### config.mk
export PLATFORM = sky130hd
export DESIGN_NAME = shift_frame_rx
export DESIGN_NICKNAME = d
export VERILOG_FILES = /design/src/rtl/clock_shift_pkg.sv /design/src/rtl/sync_edge.sv /design/src/rtl/shift_frame_rx.sv
export SDC_FILE = /design/constraint.sdc
export NUM_CORES = 1
export LEC_CHECK = 0
export ABC_AREA = 1
export BUFFER_PORTS_ARGS = -buffer_cell sky130_fd_sc_hd__buf_2
export CORE_MARGIN = 8
export CORE_UTILIZATION = 54
export CTS_BUF_LIST = sky130_fd_sc_hd__clkbuf_2
export DETAILED_ROUTE_END_ITERATION = 7
export PLACE_DENSITY = 0.78
export SLEW_MARGIN = 20
export SYNTH_ARGS = -nofsm -noshare
export SYNTH_HDL_FRONTEND = slang
export SYNTH_SLANG_ARGS = --single-unit
### constraint.sdc
create_clock -name i_clk -period 1.7 [get_ports i_clk]
set_input_delay 0 -clock i_clk [delete_from_list [all_inputs] [get_ports i_clk]]
set_output_delay 0 -clock i_clk [all_outputs]
set_load 0.03 [all_outputs]
### src/rtl/clock_shift_pkg.sv
// Shared constants for the display shift interface, used by both the
// shift transmitter and the shift_frame_rx receiver.
package clock_shift_pkg;

    localparam int DISPLAY_DIGITS      = 6;
    localparam int SEGS_PER_DIGIT      = 8;
    localparam int SHIFT_WIDTH         = DISPLAY_DIGITS * SEGS_PER_DIGIT;
    localparam int DEFAULT_SYNC_STAGES = 2;

endpackage : clock_shift_pkg

### src/rtl/sync_edge.sv
// Multi-flop synchroniser for one asynchronous line, with a registered
// previous sample so a rising edge can be flagged in the i_clk domain.
module sync_edge #(
    parameter int SYNC_STAGES = 2
) (
    input  logic clk,
    input  logic reset_n,
    input  logic async_in,
    output logic level,
    output logic rise
);

    logic [SYNC_STAGES-1:0] sync_q;
    logic                   prev_q;

    always_ff @(posedge clk or negedge reset_n) begin
        if (!reset_n) begin
            sync_q <= '0;
            prev_q <= 1'b0;
        end else begin
            sync_q <= {sync_q[SYNC_STAGES-2:0], async_in};
            prev_q <= sync_q[SYNC_STAGES-1];
        end
    end

    assign level = sync_q[SYNC_STAGES-1];
    assign rise  = sync_q[SYNC_STAGES-1] & ~prev_q;

endmodule : sync_edge

### src/rtl/shift_frame_rx.sv
// Serial-to-parallel receiver for the display shift interface: synchronises
// data/clock/latch, shifts bits in and presents only frames of exactly WIDTH bits.
module shift_frame_rx
    import clock_shift_pkg::*;
#(
    parameter int  WIDTH       = SHIFT_WIDTH,
    parameter int  SYNC_STAGES = DEFAULT_SYNC_STAGES,
    parameter int  MSB_FIRST   = 1,
    localparam int CNT_W       = $clog2(WIDTH + 2)
) (
    input  logic             i_clk,
    input  logic             i_reset_n,
    input  logic             i_en,
    input  logic             i_serial_clk,
    input  logic             i_serial_data,
    input  logic             i_serial_latch,
    output logic [WIDTH-1:0] o_parallel_data,
    output logic             o_valid,
    output logic             o_frame_err,
    output logic [CNT_W-1:0] o_bit_count,
    output logic             o_busy
);

    localparam logic [CNT_W-1:0] CNT_FULL    = CNT_W'(WIDTH);
    localparam logic [CNT_W-1:0] CNT_OVERRUN = CNT_W'(WIDTH + 1);

    // Holds at WIDTH+1 so an overlong frame can never wrap back to a legal count.
    function automatic logic [CNT_W-1:0] sat_inc(input logic [CNT_W-1:0] cnt);
        return (cnt >= CNT_OVERRUN) ? cnt : cnt + CNT_W'(1);
    endfunction

    logic             data_p0;
    logic             sclk_level_unused;
    logic             latch_level_unused;
    logic             data_rise_unused;
    logic             sclk_rise_p0;
    logic             latch_rise_p0;

    logic [WIDTH-1:0] shift_p1;
    logic [CNT_W-1:0] cnt_p1;
    logic [WIDTH-1:0] shift_next;
    logic [CNT_W-1:0] cnt_next;

    logic [WIDTH-1:0] data_p2;
    logic             vld_p2;
    logic             err_p2;

    // Stage p0: all three lines share one synchroniser depth so they stay aligned.
    sync_edge #(.SYNC_STAGES(SYNC_STAGES)) u_sync_sclk (
        .clk      (i_clk),
        .reset_n  (i_reset_n),
        .async_in (i_serial_clk),
        .level    (sclk_level_unused),
        .rise     (sclk_rise_p0)
    );

    sync_edge #(.SYNC_STAGES(SYNC_STAGES)) u_sync_latch (
        .clk      (i_clk),
        .reset_n  (i_reset_n),
        .async_in (i_serial_latch),
        .level    (latch_level_unused),
        .rise     (latch_rise_p0)
    );

    sync_edge #(.SYNC_STAGES(SYNC_STAGES)) u_sync_data (
        .clk      (i_clk),
        .reset_n  (i_reset_n),
        .async_in (i_serial_data),
        .level    (data_p0),
        .rise     (data_rise_unused)
    );

    // Stage p1: a same-cycle shift is applied before the latch looks at the frame.
    always_comb begin
        shift_next = shift_p1;
        cnt_next   = cnt_p1;
        if (sclk_rise_p0) begin
            if (MSB_FIRST != 0) begin
                shift_next = {shift_p1[WIDTH-2:0], data_p0};
            end else begin
                shift_next = {data_p0, shift_p1[WIDTH-1:1]};
            end
            cnt_next = sat_inc(cnt_p1);
        end
    end

    // Stage p2: frame-length check at the latch edge.
    always_ff @(posedge i_clk or negedge i_reset_n) begin
        if (!i_reset_n) begin
            shift_p1 <= '0;
            cnt_p1   <= '0;
            data_p2  <= '0;
            vld_p2   <= 1'b0;
            err_p2   <= 1'b0;
        end else begin
            vld_p2 <= 1'b0;
            if (!i_en) begin
                cnt_p1 <= '0;
            end else begin
                shift_p1 <= shift_next;
                if (latch_rise_p0) begin
                    cnt_p1 <= '0;
                    if (cnt_next == CNT_FULL) begin
                        data_p2 <= shift_next;
                        vld_p2  <= 1'b1;
                        err_p2  <= 1'b0;
                    end else begin
                        err_p2  <= 1'b1;
                    end
                end else begin
                    cnt_p1 <= cnt_next;
                end
            end
        end
    end

    assign o_parallel_data = data_p2;
    assign o_valid         = vld_p2;
    assign o_frame_err     = err_p2;
    assign o_bit_count     = cnt_p1;
    assign o_busy          = (cnt_p1 != '0);

endmodule : shift_frame_rx

==> out/results.ini, run 1 <==
[run_status]
outcome=finished with violations
violations=negative setup slack

[clock_network]
ctsRootBufferMaster=clkbuf_2
cts-buffers-inserted=9
cts_tree=yes
clockBufferDepth=2
cts.sinks=112
clock_latency_ps=560
path_clk_slew_ps=260
htree_levels=3

[global_route]
grt_pass1_vias=3990
grt_pass1_wl_um=18300
grt_usage_pct=17.6
grt_max_degree=97
antenna_found_initial=0
grt_overflow=0

[routing]
drtPass1Iterations=6
via_per_inst=5.18
wl_per_cell_um=14.0
drt_iter0_markers=232
drc_errors=0
wirelength_um=11000
ant_nets=0
num_vias=4082

[synthesis]
ys_seq_area_share_pct=56.8
synth_nets=611
synth_seq_cells=112
synthAdderAreaFrac_pct=1.01
muxShareOfSynthArea_pct=0.228
synth_area_leader_cell=dfrtp_1
synthXorXnorAreaFrac_pct=0
ys.flop_type=dfrtp_1
ys_types=21
ys_top_cells_by_count=nand2_1, dfrtp_1, o21ai_0, inv_1, nand3_1
async_flop_share_pct=100
synth_top_family_by_area=simple AND/OR/NAND/NOR gates
synth_warnings=0
yosys.area.top_type_share_pct=56.8
synth_edf_count=0
syn_inst=601
synth.avg_cell_area_um2=8.21
synth-simple-area-share_pct=24.1
synth_compound_area_share_pct=9.86
synth.most_common_cell=nand2_1
syn-cell-area_um2=4930
synth.area.top_cells=dfrtp_1, nand2_1, o21ai_0

[floorplan]
die-area_um2=12500
ios=63
die_w_um=112
start_util_pct=54.4
rows=35
core_area_um2=9060
die_h_um=112

[power_and_ir_drop]
leakagePower_nw=3.14
power_density_nw_per_um2=878
vdd_drop_max_v=0.000715

[placed_design]
pre_cts_ws_ps=-250
dp_hpwl_um=6800
dpl-instance-area_um2=5440
place_congestion=0.818
portBuffers=62

[sta]
min_period_ps=1970
tightest_slew_ps=528
finalSetupViolCount=50
clock_skew_ps=25.1
rsz0062_at_grt=yes
setup-tns-final_ps=-11160
hold_viol_final=0
maxSlewHeadroom_pct=64.8
post-route-period-util_pct=116
setup_ws_ps=-268
fmax_ghz=0.508
finalMaxSlewViolations=0

[flow_run]
drv_cap=0

[setup_path]
crit_top_cell=nand2_1
path_cells=inv_2, buf_4, ha_1, nand3b_1, nand2_1, nand2_2, nor2_4, nand2_4, buf_12, nand2_1, nand2_1
crit_fanout=9
crit_slowest_cell=dfrtp_2
cp-end-kind=flop
required_ps=2160
start_kind=flop
slowest_delay_ps=460
r2r_cells=11
crit_arrival_ps=2420
path_class=reg2reg

[cells_and_area]
n_fill_cell=710
drive_gt1_share_pct=23.2
multi_input_area_um2=1920
final_nets=683
num_antenna_cells=0
postLayoutCellArea_um2=6070
synthToLayoutAreaGrowth_pct=22.9
regArea_um2=2810

[worst_hold_path]
holdCritPathClass=in2async

[final timing paths]
path                                                  from                              end  slack, ps
min in group i_clk                            i_serial_clk  u_sync_sclk.sync_q[0]$_DFF_PN0_         80
hold / removal                                   i_reset_n         o_bit_count[0]$_DFF_PN0_         30
hold reg to reg            u_sync_sclk.sync_q[0]$_DFF_PN0_  u_sync_sclk.sync_q[1]$_DFF_PN0_        390
setup reg to reg                  o_bit_count[0]$_DFF_PN0_  o_parallel_data[32]$_DFFE_PN0P_       -270
max in group asynchronous                        i_reset_n         shift_p1[32]$_DFFE_PN0P_        750
setup / recovery                  o_bit_count[0]$_DFF_PN0_  o_parallel_data[32]$_DFFE_PN0P_       -270
[logic make-up (layout without fill, tap and decap cells)]
kind of cell    Yosys count  after routing
compound gates           97             97
fa+ha+maj                 4              4
buf+inv                  97            173
flops                   112            112
mux                       1              1
simple gates            290            290
[worst max-delay path, delay by kind of cell, from the launching register on]
family	cells	cell delay (ps)
flops	1	460
simple gates	7	770
fa+ha+maj	1	280
buf+inv	3	370
[report_power, final]
part           internal [W]  switching (W)  leakage, nW
combinational      0.000310       0.000563         1.56
clock              0.000618       0.000830       0.0816
sequential          0.00289       0.000116         1.51
[per-stage QoR]
step                      total power [W]  hold slack, ps  util, %  instances
after floorplan                   0.00354            -296        -        601
after global placement            0.00373           -64.7     60.0        755
after detailed placement          0.00378           -63.1     60.0        755
after CTS                         0.00527            23.3     64.4        784
after global routing              0.00562            30.5     66.9        788
final                             0.00532            33.3     66.9        788
[sequential cells by signal (all words and copies together), names as in the netlist]
register,flops
u_sync_sclk.prev_q,1
u_sync_latch.prev_q,1
shift_p1,48
o_bit_count,6
u_sync_latch.sync_q,2
u_sync_data.sync_q,2
o_parallel_data,48
u_sync_sclk.sync_q,2
o_valid,1
o_frame_err,1
[per-layer routing]
layer	vias to the layer above	GRT usage [%]	part of all wire (%)
met5	-	0	0
met3	14	4.60	5.0
met1	1948	21.9	45
li1	2031	-	-
met2	89	29.1	48
met4	0	5.56	1.6
[layout by cell type, fill, tap and decap left out]
cell / synthesis / layout
nand2_4: 1 / 3
nor2_4: 0 / 2
bufinv_16: 0 / 3
nand2_1: 213 / 195
dfrtp_1: 112 / 110
nor2_2: 3 / 3
ha_4: 0 / 1
buf_16: 0 / 2
clkinv_1: 0 / 1
nand4_1: 1 / 1
mux2_2: 1 / 1
nor3_1: 1 / 1
nand3_1: 55 / 37
nand3_4: 0 / 1
ha_1: 4 / 2
inv_2: 0 / 4
nand2_2: 2 / 18
o21ai_1: 1 / 1
buf_8: 0 / 3
clkinvlp_4: 0 / 2
dfrtp_2: 0 / 2
a31oi_1: 1 / 1
buf_4: 5 / 10
buf_12: 0 / 8
dlygate4sd3_1: 0 / 7
o21ai_0: 95 / 95
buf_6: 1 / 3
nand3_2: 0 / 17
nor2_1: 12 / 10
clkbuf_16: 0 / 3
clkbuf_2: 0 / 9
ha_2: 0 / 1
nand3b_1: 2 / 2
inv_1: 61 / 57
buf_2: 4 / 61
[area by class of cell]
type	count	share of cell area (%)
Clock buffer	9	0.743
Sequential cell	112	46.2
Timing Repair Buffer	97	13.5
Tap cell	111	2.29
Clock inverter	6	1.79
Inverter	61	3.77
Multi-Input combinational cell	392	31.6
[repair_timing]
item,in CTS,in global routing
pin swaps,8,6
hold buffers,8,0
setup buffers,4,0
resized for setup,23,37
endpoints found under the hold margin,162,0
endpoints found under the setup margin,50,51
cloned,2,4
(Power assumes the default switching activity.)
==> inputs of run 2 (changes only) <==
- ABC_CLOCK_PERIOD_IN_PS: unset -> 1700
- SETUP_SLACK_MARGIN: unset -> 0.1
==> out/results.ini, run 2 (synthesis results as in run 1) <==
[global_route]
grt_pass1_wl_um=18300
grt_max_degree=97
grt_pass1_vias=4000
grt_usage_pct=17.6
antenna_found_initial=0
grt_overflow=0

[power_and_ir_drop]
power_density_nw_per_um2=877
leakagePower_nw=3.14
total_power_w=0.00532
vdd_drop_max_v=0.000715

[cells_and_area]
n_fill_cell=709
num_antenna_cells=0
drive_gt1_share_pct=23.6
postLayoutCellArea_um2=6070
final_common_cell=nand2_1
final_nets=683
mostFrequentLayoutCells=nand2_1, dfrtp_1, o21ai_0
synthToLayoutAreaGrowth_pct=23.1

[floorplan]
die_h_um=112
core_area_um2=9060
ios=63
start_util_pct=54.4
rows=35
die_w_um=112
die-area_um2=12500

[run_status]
outcome=finished with violations
violations=negative setup slack

[routing]
ant_nets=0
drc_errors=0
via_per_inst=5.22
drt_iter0_markers=239
num_vias=4112
wl_per_cell_um=14.1
wirelength_um=11100
drtPass1Iterations=4

[setup_path]
cp-end-kind=flop
start_kind=flop
crit_fanout=9
path_class=reg2reg
required_ps=2150
crit_arrival_ps=2450

[placed_design]
dp_hpwl_um=6800
place_congestion=0.818
portBuffers=62
dpl-instance-area_um2=5440

[clock_network]
ctsRootBufferMaster=clkbuf_2
path_clk_slew_ps=270
htree_levels=3
clockBufferDepth=2
cts-buffers-inserted=9
clock_latency_ps=560
cts_tree=yes
cts.sinks=112

[sta]
tightest_slew_ps=529
finalMaxSlewViolations=0
clock_skew_ps=29.0
finalSetupViolCount=50
whs_ps=30.7
maxSlewHeadroom_pct=64.7
fmax_ghz=0.501
hold_viol_final=0
min_period_ps=1990
post-route-period-util_pct=117
setup_ws_ps=-294
rsz0062_at_grt=yes

[worst_hold_path]
holdCritPathClass=in2async

[flow_run]
drv_cap=0

run 2: cell counts in the layout (fill, tap and decap cells not counted):
Identical to the previous run, type by type.
run 2: worst max-delay path, cell delays in order, from the launching register on:
cell and delay [ps]:
dfrtp_2 500, inv_2 80, ha_4 120, inv_2 30, nor2_2 120, nand2_2 80
nand2_4 110, nand3b_1 90, nand2_1 110, nand2_2 70, nor2_4 150, nand2_4 140
buf_12 180, nand2_1 60, nand2_1 60
run 2: final cells by class:
| type | instances | area (µm²) | area share (%) |
|---|---|---|---|
| flip-flops and latches | 112 | 2810 | 46.2 |
| repair buffers | 97 | 820 | 13.5 |
| multi-input cells | 392 | 1930 | 31.7 |
| clock buffers | 9 | 45.0 | 0.742 |
| inverters | 61 | 229 | 3.77 |
| clock inverters | 6 | 109 | 1.79 |
| well taps | 111 | 139 | 2.29 |
run 2: layer usage:
metal / global-route usage (%) / wire length (µm) / vias to the layer above
met3: 4.60 / 564 / 12
met2: 29.1 / 5430 / 95
met4: 5.65 / 159 / 0
met1: 22.0 / 4920 / 1969
li1: - / - / 2036
met5: 0 / 0 / -
run 2: path summary, 6_finish.rpt:
kind,to,slack [ps],startpoint,cells past startpoint
min reg2reg,u_sync_sclk.sync_q[1]$_DFF_PN0_,390,u_sync_sclk.sync_q[0]$_DFF_PN0_,0
min,o_parallel_data[40]$_DFFE_PN0P_,30,i_reset_n,3
max reg2reg,o_parallel_data[32]$_DFFE_PN0P_,-290,o_bit_count[0]$_DFF_PN0_,14
min in group i_clk,u_sync_sclk.sync_q[0]$_DFF_PN0_,80,i_serial_clk,2
max in group asynchronous,shift_p1[32]$_DFFE_PN0P_,740,i_reset_n,4
max,o_parallel_data[32]$_DFFE_PN0P_,-290,o_bit_count[0]$_DFF_PN0_,14
run 2: metrics by stage:
| step | setup TNS (ps) | setup slack, ps | std cells | util, % |
|---|---|---|---|---|
| after floorplan | -7090 | -209 | 601 | - |
| after global placement | -7290 | -167 | 755 | 60.0 |
| after detailed placement | -9510 | -250 | 755 | 60.0 |
| after CTS | -8390 | -210 | 784 | 64.5 |
| after global routing | -18090 | -396 | 788 | 67.0 |
| final | -12270 | -294 | 788 | 67.0 |
run 2: repair_timing:
item,4_1_cts,5_1_grt
gates cloned,2,4
setup buffers,4,0
resized for setup,26,36
hold buffers,8,0
endpoints found under the setup margin,51,52
hold endpoints to repair,162,0
pin swaps,8,6
run 2: power by group:
part / internal [W] / switching (W) / total, W
Sequential: 0.00289 / 0.000116 / 0.00300
Combinational: 0.000311 / 0.000564 / 0.000875
Clock: 0.000618 / 0.000828 / 0.00145
Total: 0.00382 / 0.00151 / 0.00532
==> inputs of run 3 (changes only) <==
- CELL_PAD_IN_SITES_DETAIL_PLACEMENT: unset -> 0
- CELL_PAD_IN_SITES_GLOBAL_PLACEMENT: unset -> 2
- CORE_UTILIZATION: 54 -> 32
- PLACE_DENSITY: 0.78 -> unset
- PLACE_DENSITY_LB_ADDON: unset -> 0.1
==> out/results.ini, run 3 (synthesis results as in run 1) <==
[setup_path]
start_kind=flop
required_ps=2260
r2r_start=o_bit_count[0]$_DFF_PN0_
path_class=reg2reg
crit_fanout=17
startpoint=o_bit_count[0]$_DFF_PN0_
cp-end-kind=flop
crit_arrival_ps=2530

[floorplan]
start_util_pct=32.6
rows=45
die_w_um=140
core_area_um2=15100
ios=63
die_h_um=140
die-area_um2=19700

[worst_hold_path]
holdCritStartpoint=i_en
holdCritPathClass=in2reg

[power_and_ir_drop]
combPwrFrac_pct=16.1
internal_power_w=0.00367
vdd_drop_max_v=0.000367
sequentialPowerShare_pct=57.9
p_sw_w=0.00151
p_sw_share_pct=29.1
p_clk_share_pct=26.1
power_density_nw_per_um2=848
leakagePower_nw=3.16

[sta]
hold_viol_final=0
fmax_ghz=0.508
tightest_slew_ps=449
clock_skew_ps=29.4
rsz0062_at_grt=yes
whs_ps=329
finalMaxSlewViolations=0
finalSetupViolCount=50
min_period_ps=1970
maxSlewHeadroom_pct=69.9
post-route-period-util_pct=116
setup_ws_ps=-269

[placed_design]
portBuffers=62
dp_hpwl_um=7670
dpl-instance-area_um2=5580
place_congestion=0.804
pre_cts_ws_ps=-216

[routing]
num_vias=3999
drtPass1Iterations=4
drc_errors=0
ant_nets=0
wl_per_cell_um=13.7
drt_iter0_markers=204
via_per_inst=4.58
wirelength_um=11900

[run_status]
violations=negative setup slack
outcome=finished with violations

[clock_network]
cts_tree=yes
ctsRootBufferMaster=clkbuf_2
path_clk_slew_ps=300
htree_levels=3
clockBufferDepth=2
cts.sinks=112
clock_latency_ps=610
cts-buffers-inserted=9

[cells_and_area]
mostFrequentLayoutCells=nand2_1, dfrtp_1, o21ai_0
final_nets=691
synthToLayoutAreaGrowth_pct=23.8
final_common_cell=nand2_1
num_antenna_cells=0
drive_gt1_share_pct=21.7
postLayoutCellArea_um2=6110

[global_route]
grt_pass1_vias=3955
grt_max_degree=97
grt_usage_pct=12.1
antenna_found_initial=0
grt_overflow=0
grt_pass1_wl_um=19400

[flow_run]
drv_cap=0

==> run 3: cell count changes in the layout (fill, tap and decap cells not counted), moves of 4 or more <==
| cell | previous run | this run |
|---|---|---|
| o21ai_1 | 1 | 8 |
| o21ai_0 | 95 | 88 |
| nand2_1 | 194 | 198 |
| nand3_2 | 17 | 4 |
| buf_4 | 10 | 19 |
| nand3_1 | 37 | 51 |
| nand2_2 | 19 | 13 |
==> run 3: final timing paths <==
kind	endpoint	slack (ps)	cells after the start
min in group asynchronous	u_sync_sclk.sync_q[1]$_DFF_PN0_	440	4
max in group asynchronous	o_parallel_data[22]$_DFFE_PN0P_	960	4
max	o_parallel_data[12]$_DFFE_PN0P_	-270	14
max reg2reg	o_parallel_data[12]$_DFFE_PN0P_	-270	14
min	o_frame_err$_DFFE_PN0P_	330	6
min reg2reg	u_sync_data.sync_q[1]$_DFF_PN0_	390	0
==> run 3: per-stage QoR <==
step	setup TNS (ps)	total power [W]	cells	utilization, %
global placement	-7690	0.00379	842	36.9
CTS	-9640	0.00524	868	39.0
detailed placement	-8950	0.00381	842	36.9
floorplan	-7090	0.00354	601	-
global route	-19220	0.00550	874	40.3
finish	-12270	0.00518	874	40.3
==> run 3: timing repair <==
action | in CTS | in global routing
pin swaps | 1 | 7
resized for setup | 21 | 42
hold buffers | 10 | 0
setup endpoints to repair | 73 | 85
cloned | 0 | 2
endpoints found under the hold margin | 164 | 0
buffers inserted | 0 | 4
==> run 3: final cells by class <==
cell class	instances	area (µm²)
clock buffer	11	55.1
clock inverter	5	72.6
fill	1583	9040
inverter	61	234
multi-input combinational	392	1870
sequential	112	2810
tap	188	235
timing repair buffer	105	833
==> run 3: worst max-delay path, cell delays in order, from the launching register on <==
cell and delay, ps:
dfrtp_2 510, inv_2 80, ha_4 130, inv_2 30, nor2_2 80, nand2_2 60
nand2_4 110, nand3_1 100, nand2_2 100, nand2_2 70, nor2_4 170, buf_4 160
clkbuf_16 170, nand3_1 80, nand2_1 70
==> run 3: layer usage <==
layer	share of wire, %	global-route usage (%)	vias to the layer above	wire, µm
li1	-	-	2046	-
met4	1.7	5.14	0	200
met5	0	0	-	0
met3	4.3	2.75	13	514
met2	46	19.3	62	5490
met1	48	15.4	1878	5740
==> run 3: power groups by stage <==
stage	Sequential (W)	Clock (W)	Combinational, W
after CTS	0.00300	0.00144	0.000802
after detailed placement	0.00304	0	0.000762
after floorplan	0.00303	0	0.000516
after global placement	0.00304	0	0.000754
after global routing	0.00303	0.00150	0.000975
final	0.00300	0.00135	0.000832
